--- src/rtl/hub75_scan_controller.sv ---
// HUB75 scan controller for a 64x64, 1/32-scan panel: walks the pixel source,
// shifts upper/lower half-rows, latches, and applies BCM brightness per bit plane.
module hub75_scan_controller #(
  parameter int COLS      = 64,
  parameter int SCAN_ROWS = 32,
  parameter int BCM_BITS  = 4,
  parameter int BASE_ON   = 8
) (
  input  logic        clk,
  input  logic        rst,
  input  logic        enable,
  output logic [11:0] pixel_addr,
  input  logic [23:0] pixel_data,
  output logic        r1,
  output logic        g1,
  output logic        b1,
  output logic        r2,
  output logic        g2,
  output logic        b2,
  output logic [4:0]  row_addr,
  output logic        panel_clk,
  output logic        panel_lat,
  output logic        panel_oe_n,
  output logic        frame_start
);

  typedef enum logic [2:0] {IDLE, SHIFT, BLANK, LATCH, DISPLAY} state_t;

  localparam logic [5:0] COL_LAST   = 6'(COLS - 1);
  localparam logic [4:0] ROW_LAST   = 5'(SCAN_ROWS - 1);
  localparam logic [2:0] PLANE_LAST = 3'(BCM_BITS - 1);
  localparam logic [2:0] PLANE_LSB  = 3'(8 - BCM_BITS);

  state_t      state, state_nx;
  logic [5:0]  col, col_nx;
  logic [1:0]  phase, phase_nx;
  logic [2:0]  plane, plane_nx;
  logic [4:0]  row, row_nx;
  logic [15:0] cnt, cnt_nx;
  logic [15:0] on_len;
  logic [2:0]  top_bits;

  // Plane b of a channel is taken from the top BCM_BITS bits of the 8-bit value.
  function automatic logic plane_bit(input logic [7:0] chan, input logic [2:0] b);
    return chan[PLANE_LSB + b];
  endfunction

  assign on_len = 16'(BASE_ON) << plane;

  always_comb begin
    state_nx = state;
    col_nx   = col;
    phase_nx = phase;
    plane_nx = plane;
    row_nx   = row;
    cnt_nx   = cnt;
    case (state)
      IDLE: begin
        if (enable) begin
          state_nx = SHIFT;
          col_nx   = '0;
          phase_nx = '0;
          plane_nx = '0;
          row_nx   = '0;
        end
      end
      SHIFT: begin
        phase_nx = phase + 2'd1;
        if (phase == 2'd3) begin
          if (col == COL_LAST) begin
            state_nx = BLANK;
            col_nx   = '0;
          end else begin
            col_nx = col + 6'd1;
          end
        end
      end
      BLANK: state_nx = LATCH;
      LATCH: begin
        state_nx = DISPLAY;
        cnt_nx   = '0;
      end
      DISPLAY: begin
        if (cnt == on_len - 16'd1) begin
          cnt_nx   = '0;
          col_nx   = '0;
          phase_nx = '0;
          if (plane == PLANE_LAST) begin
            plane_nx = '0;
            row_nx   = (row == ROW_LAST) ? 5'd0 : row + 5'd1;
          end else begin
            plane_nx = plane + 3'd1;
          end
          state_nx = enable ? SHIFT : IDLE;
        end else begin
          cnt_nx = cnt + 16'd1;
        end
      end
      default: state_nx = IDLE;
    endcase
  end

  // Outputs are registered from the next-state view so they line up with the state they describe.
  always_ff @(posedge clk or negedge rst) begin
    if (!rst) begin
      state       <= IDLE;
      col         <= '0;
      phase       <= '0;
      plane       <= '0;
      row         <= '0;
      cnt         <= '0;
      top_bits    <= '0;
      pixel_addr  <= '0;
      {r1, g1, b1, r2, g2, b2} <= '0;
      row_addr    <= '0;
      panel_clk   <= 1'b0;
      panel_lat   <= 1'b0;
      panel_oe_n  <= 1'b1;
      frame_start <= 1'b0;
    end else begin
      state <= state_nx;
      col   <= col_nx;
      phase <= phase_nx;
      plane <= plane_nx;
      row   <= row_nx;
      cnt   <= cnt_nx;
      if (state_nx == SHIFT && !phase_nx[1])
        pixel_addr <= {phase_nx[0], row_nx, col_nx};
      if (state == SHIFT && phase == 2'd0)
        top_bits <= {plane_bit(pixel_data[23:16], plane),
                     plane_bit(pixel_data[15:8], plane),
                     plane_bit(pixel_data[7:0], plane)};
      if (state == SHIFT && phase == 2'd1)
        {r1, g1, b1, r2, g2, b2} <= {top_bits,
                                     plane_bit(pixel_data[23:16], plane),
                                     plane_bit(pixel_data[15:8], plane),
                                     plane_bit(pixel_data[7:0], plane)};
      if (state_nx == LATCH)
        row_addr <= row_nx;
      panel_clk   <= (state_nx == SHIFT) && (phase_nx == 2'd3);
      panel_lat   <= (state_nx == LATCH);
      panel_oe_n  <= (state_nx != DISPLAY);
      frame_start <= (state != SHIFT) && (state_nx == SHIFT) &&
                     (row_nx == 5'd0) && (plane_nx == 3'd0);
    end
  end

endmodule

--- config.mk ---
export PLATFORM = sky130hd
export DESIGN_NAME = hub75_scan_controller
export DESIGN_NICKNAME = d
export VERILOG_FILES = /design/src/rtl/hub75_scan_controller.sv
export SDC_FILE = /design/constraint.sdc
export NUM_CORES = 1
export LEC_CHECK = 0
export BUFFER_PORTS_ARGS = -buffer_cell sky130_fd_sc_hd__clkbuf_2
export CAP_MARGIN = 20
export CORE_MARGIN = 10
export CORE_UTILIZATION = 58
export DETAILED_ROUTE_END_ITERATION = 10
export HOLD_SLACK_MARGIN = 0.15
export PLACE_DENSITY = 0.82
export SLEW_MARGIN = 20
export SYNTH_ARGS = -nofsm -noshare
export SYNTH_HDL_FRONTEND = slang
export SYNTH_SLANG_ARGS = --single-unit
--- constraint.sdc ---
create_clock -name clk -period 4.65 [get_ports clk]
set_input_delay 0.465 -clock clk [delete_from_list [all_inputs] [get_ports clk]]
set_output_delay 0.465 -clock clk [all_outputs]
set_load 0.02 [all_outputs]
==> metrics.yaml <==
grt-busiest-layer: "met2"
layout.cells.most_common: "dfrtp_1"
slew_viol_final: 0
area_growth_pct: 15.1
relSlewSlack: 0.374
viasPerCell: 6.20
ctsHoldBuffers: 0
synthesis.nets: 427
crit_arrival_ps: 4340
syn_area_sq_um: 3860
tns_ps: 0
drive_above_1_share: 0.265
vias: 3220
rows: 29
die-area_sq_um: 10300
gr-usage-met3: 0.0483
status: "finished clean"
fmax_mhz: 244
place_ws_ps: 642
critPathLaunchType: "register"
clockBufferDepth: 2
rrSetupSlack_ps: 560
start_util: 0.602
drc: 0
hold_class: "in2async"
first_iter_violations: 199
grt_pass1_wl_mm: 15.4
required_ps: 4900
synth-edff-count: 0
synth_flop_cell: "dfrtp_1"
worst_pin_slew_ps: 931
routed_wl_mm: 9.37
dp_cells: 503
ir_drop_v: 0.000352
p_leak_uw: 0.00213
grt.met1_usage: 0.234
p_total_uw: 1820
fin_cells: 519
cts_made_buffers: 9
htreeDepth: 3
postSynthAreaPerCell_sq_um: 9.96
detailed_place_hpwl_mm: 6.79
power.density_nw_per_um2: 410
period_minus_slack_ps: 4090
setup_ws_ps: 559
drtAntennaViolNets: 0
rsz0062_at_grt: "no"
maxCapViolations: 0
post_cts_buffers: 0
die_h_um: 102
met2_usage: 0.302
synth.distinct_cells: 75
clockRootBuffer: "clkbuf_8"
grt_pass1_vias: 3175
cts_tree: "built"
syn_inst: 388
io_pins: 54
ys_seq_elements: 65
num_antenna_cells: 0
cts-resized-gates: 0
post_drt_wl_per_cell_um: 18.1
critPathMaxFanout: 11
synthArstFlopShare: 1.00
grt_antenna_before_repair: 0
port_buffers: 53
cts_sinks: 65
grt_max_degree: 66
grtUsageTotal: 0.186
endpoint_kind: "register"
insertion_delay_ps: 350
die_w_um: 102
skew_ps: 7.79
core_area_sq_um: 6420
first_pass_iters: 4
finalSetupViolations: 0
crit_type: "reg2reg"
hold_violations: 0
ys_seq_area_frac: 0.421
gp_congestion: 0.912
period_share: 0.880
grt_overflow: 0
layout_common_cells: "64 x dfrtp_1, 52 x clkbuf_2, 34 x o21ai_0"
num-nets-final: 476
yosysWarningCount: 0
clk_pin_slew_ps: 80
[path summary, 6_finish.rpt]
| path | depth (start not counted) | start | endpoint |
|---|---|---|---|
| worst max-delay path | 12 | plane[1] | frame_start |
| worst min-delay path | 2 | rst | cnt[13] |
| worst max register to register | 12 | plane[1] | frame_start |
| worst min register to register | 1 | pixel_addr[2] | pixel_addr[2] |
| max in group asynchronous | 2 | rst | pixel_addr[3] |
| min in group clk | 3 | enable | state[0] |
[logic make-up (layout without fill, tap and decap cells)]
| logic type | after synthesis | in the layout | share of synthesized area |
|---|---|---|---|
| and+or+nand+nor | 142 | 142 | 0.204 |
| AOI/OAI and AO/OA | 97 | 97 | 0.171 |
| DFF | 65 | 65 | 0.421 |
| buffers and inverters | 33 | 87 | 0.0372 |
| muxes | 31 | 31 | 0.106 |
| adders and majority gates | 12 | 12 | 0.0388 |
| xor gates and xnor gates | 8 | 8 | 0.0220 |
[cell type report]
cell class                      count  area (sq um)
Fill cell                         501          1970
Tap cell                           77          96.3
Clock buffer                       10           138
Timing Repair Buffer               58           303
Inverter                           13          48.8
Multi-Input combinational cell    290          2100
Clock inverter                      6           138
Sequential cell                    65          1630
[report_power, final]
part	internal, uW	switching (uW)
logic	189	253
clock network	428	231
registers	656	65.5
[worst max-delay path, stage by stage (launching register included)]
cell      delay (ps)
dfrtp_1          520
inv_1            150
ha_1             370
nand2b_1         180
ha_1             300
nor4b_2          200
nor4_1           390
o221ai_1         290
nor4b_4          440
o21ai_2          140
a22o_1           300
or4b_1           560
nor4_2           150
[Yosys cell counts (4+ instances only)]
cell type | number | area share
mux4_2 | 6 | 0.035
nor4_1 | 5 | 0.0081
nand3_1 | 10 | 0.013
buf_2 | 4 | 0.0052
nor2b_1 | 6 | 0.0097
mux2_2 | 17 | 0.050
a21oi_1 | 19 | 0.025
nor2_1 | 32 | 0.031
and3_1 | 14 | 0.023
nand4_1 | 4 | 0.0065
ha_1 | 12 | 0.039
a22o_1 | 4 | 0.0091
nor3_1 | 12 | 0.016
inv_1 | 12 | 0.012
mux2i_1 | 6 | 0.016
dfrtp_1 | 64 | 0.41
clkbuf_1 | 13 | 0.013
o21ai_0 | 34 | 0.044
xor2_1 | 4 | 0.0091
nand2_1 | 31 | 0.030
[per-stage QoR]
stage / area [sq um] / hold WS, ps / utilization
floorplan: 3860 / 169 / -
global placement: 4170 / 470 / 0.649
detailed placement: 4170 / 486 / 0.649
CTS: 4440 / 322 / 0.692
global route: 4450 / 358 / 0.693
finish: 4450 / 278 / 0.693
[sequential cells by signal (all words and copies together), names as in the netlist]
| name | flops |
|---|---|
| b2 | 1 |
| row | 5 |
| col | 6 |
| g1 | 1 |
| panel_clk | 1 |
| plane | 3 |
| g2 | 1 |
| r2 | 1 |
| panel_lat | 1 |
| row_addr | 5 |
| top_bits | 3 |
| frame_start | 1 |
| cnt | 16 |
| r1 | 1 |
| pixel_addr | 12 |
| panel_oe_n | 1 |
| state | 3 |
| b1 | 1 |
| phase | 2 |
[metal layers]
layer,part of all wire,up-vias,routed length (um)
met5,0,-,0
met4,0.020,0,191
met3,0.062,18,584
met2,0.48,103,4540
met1,0.43,1563,4060
li1,-,1536,-
(Power assumes the default switching activity.)
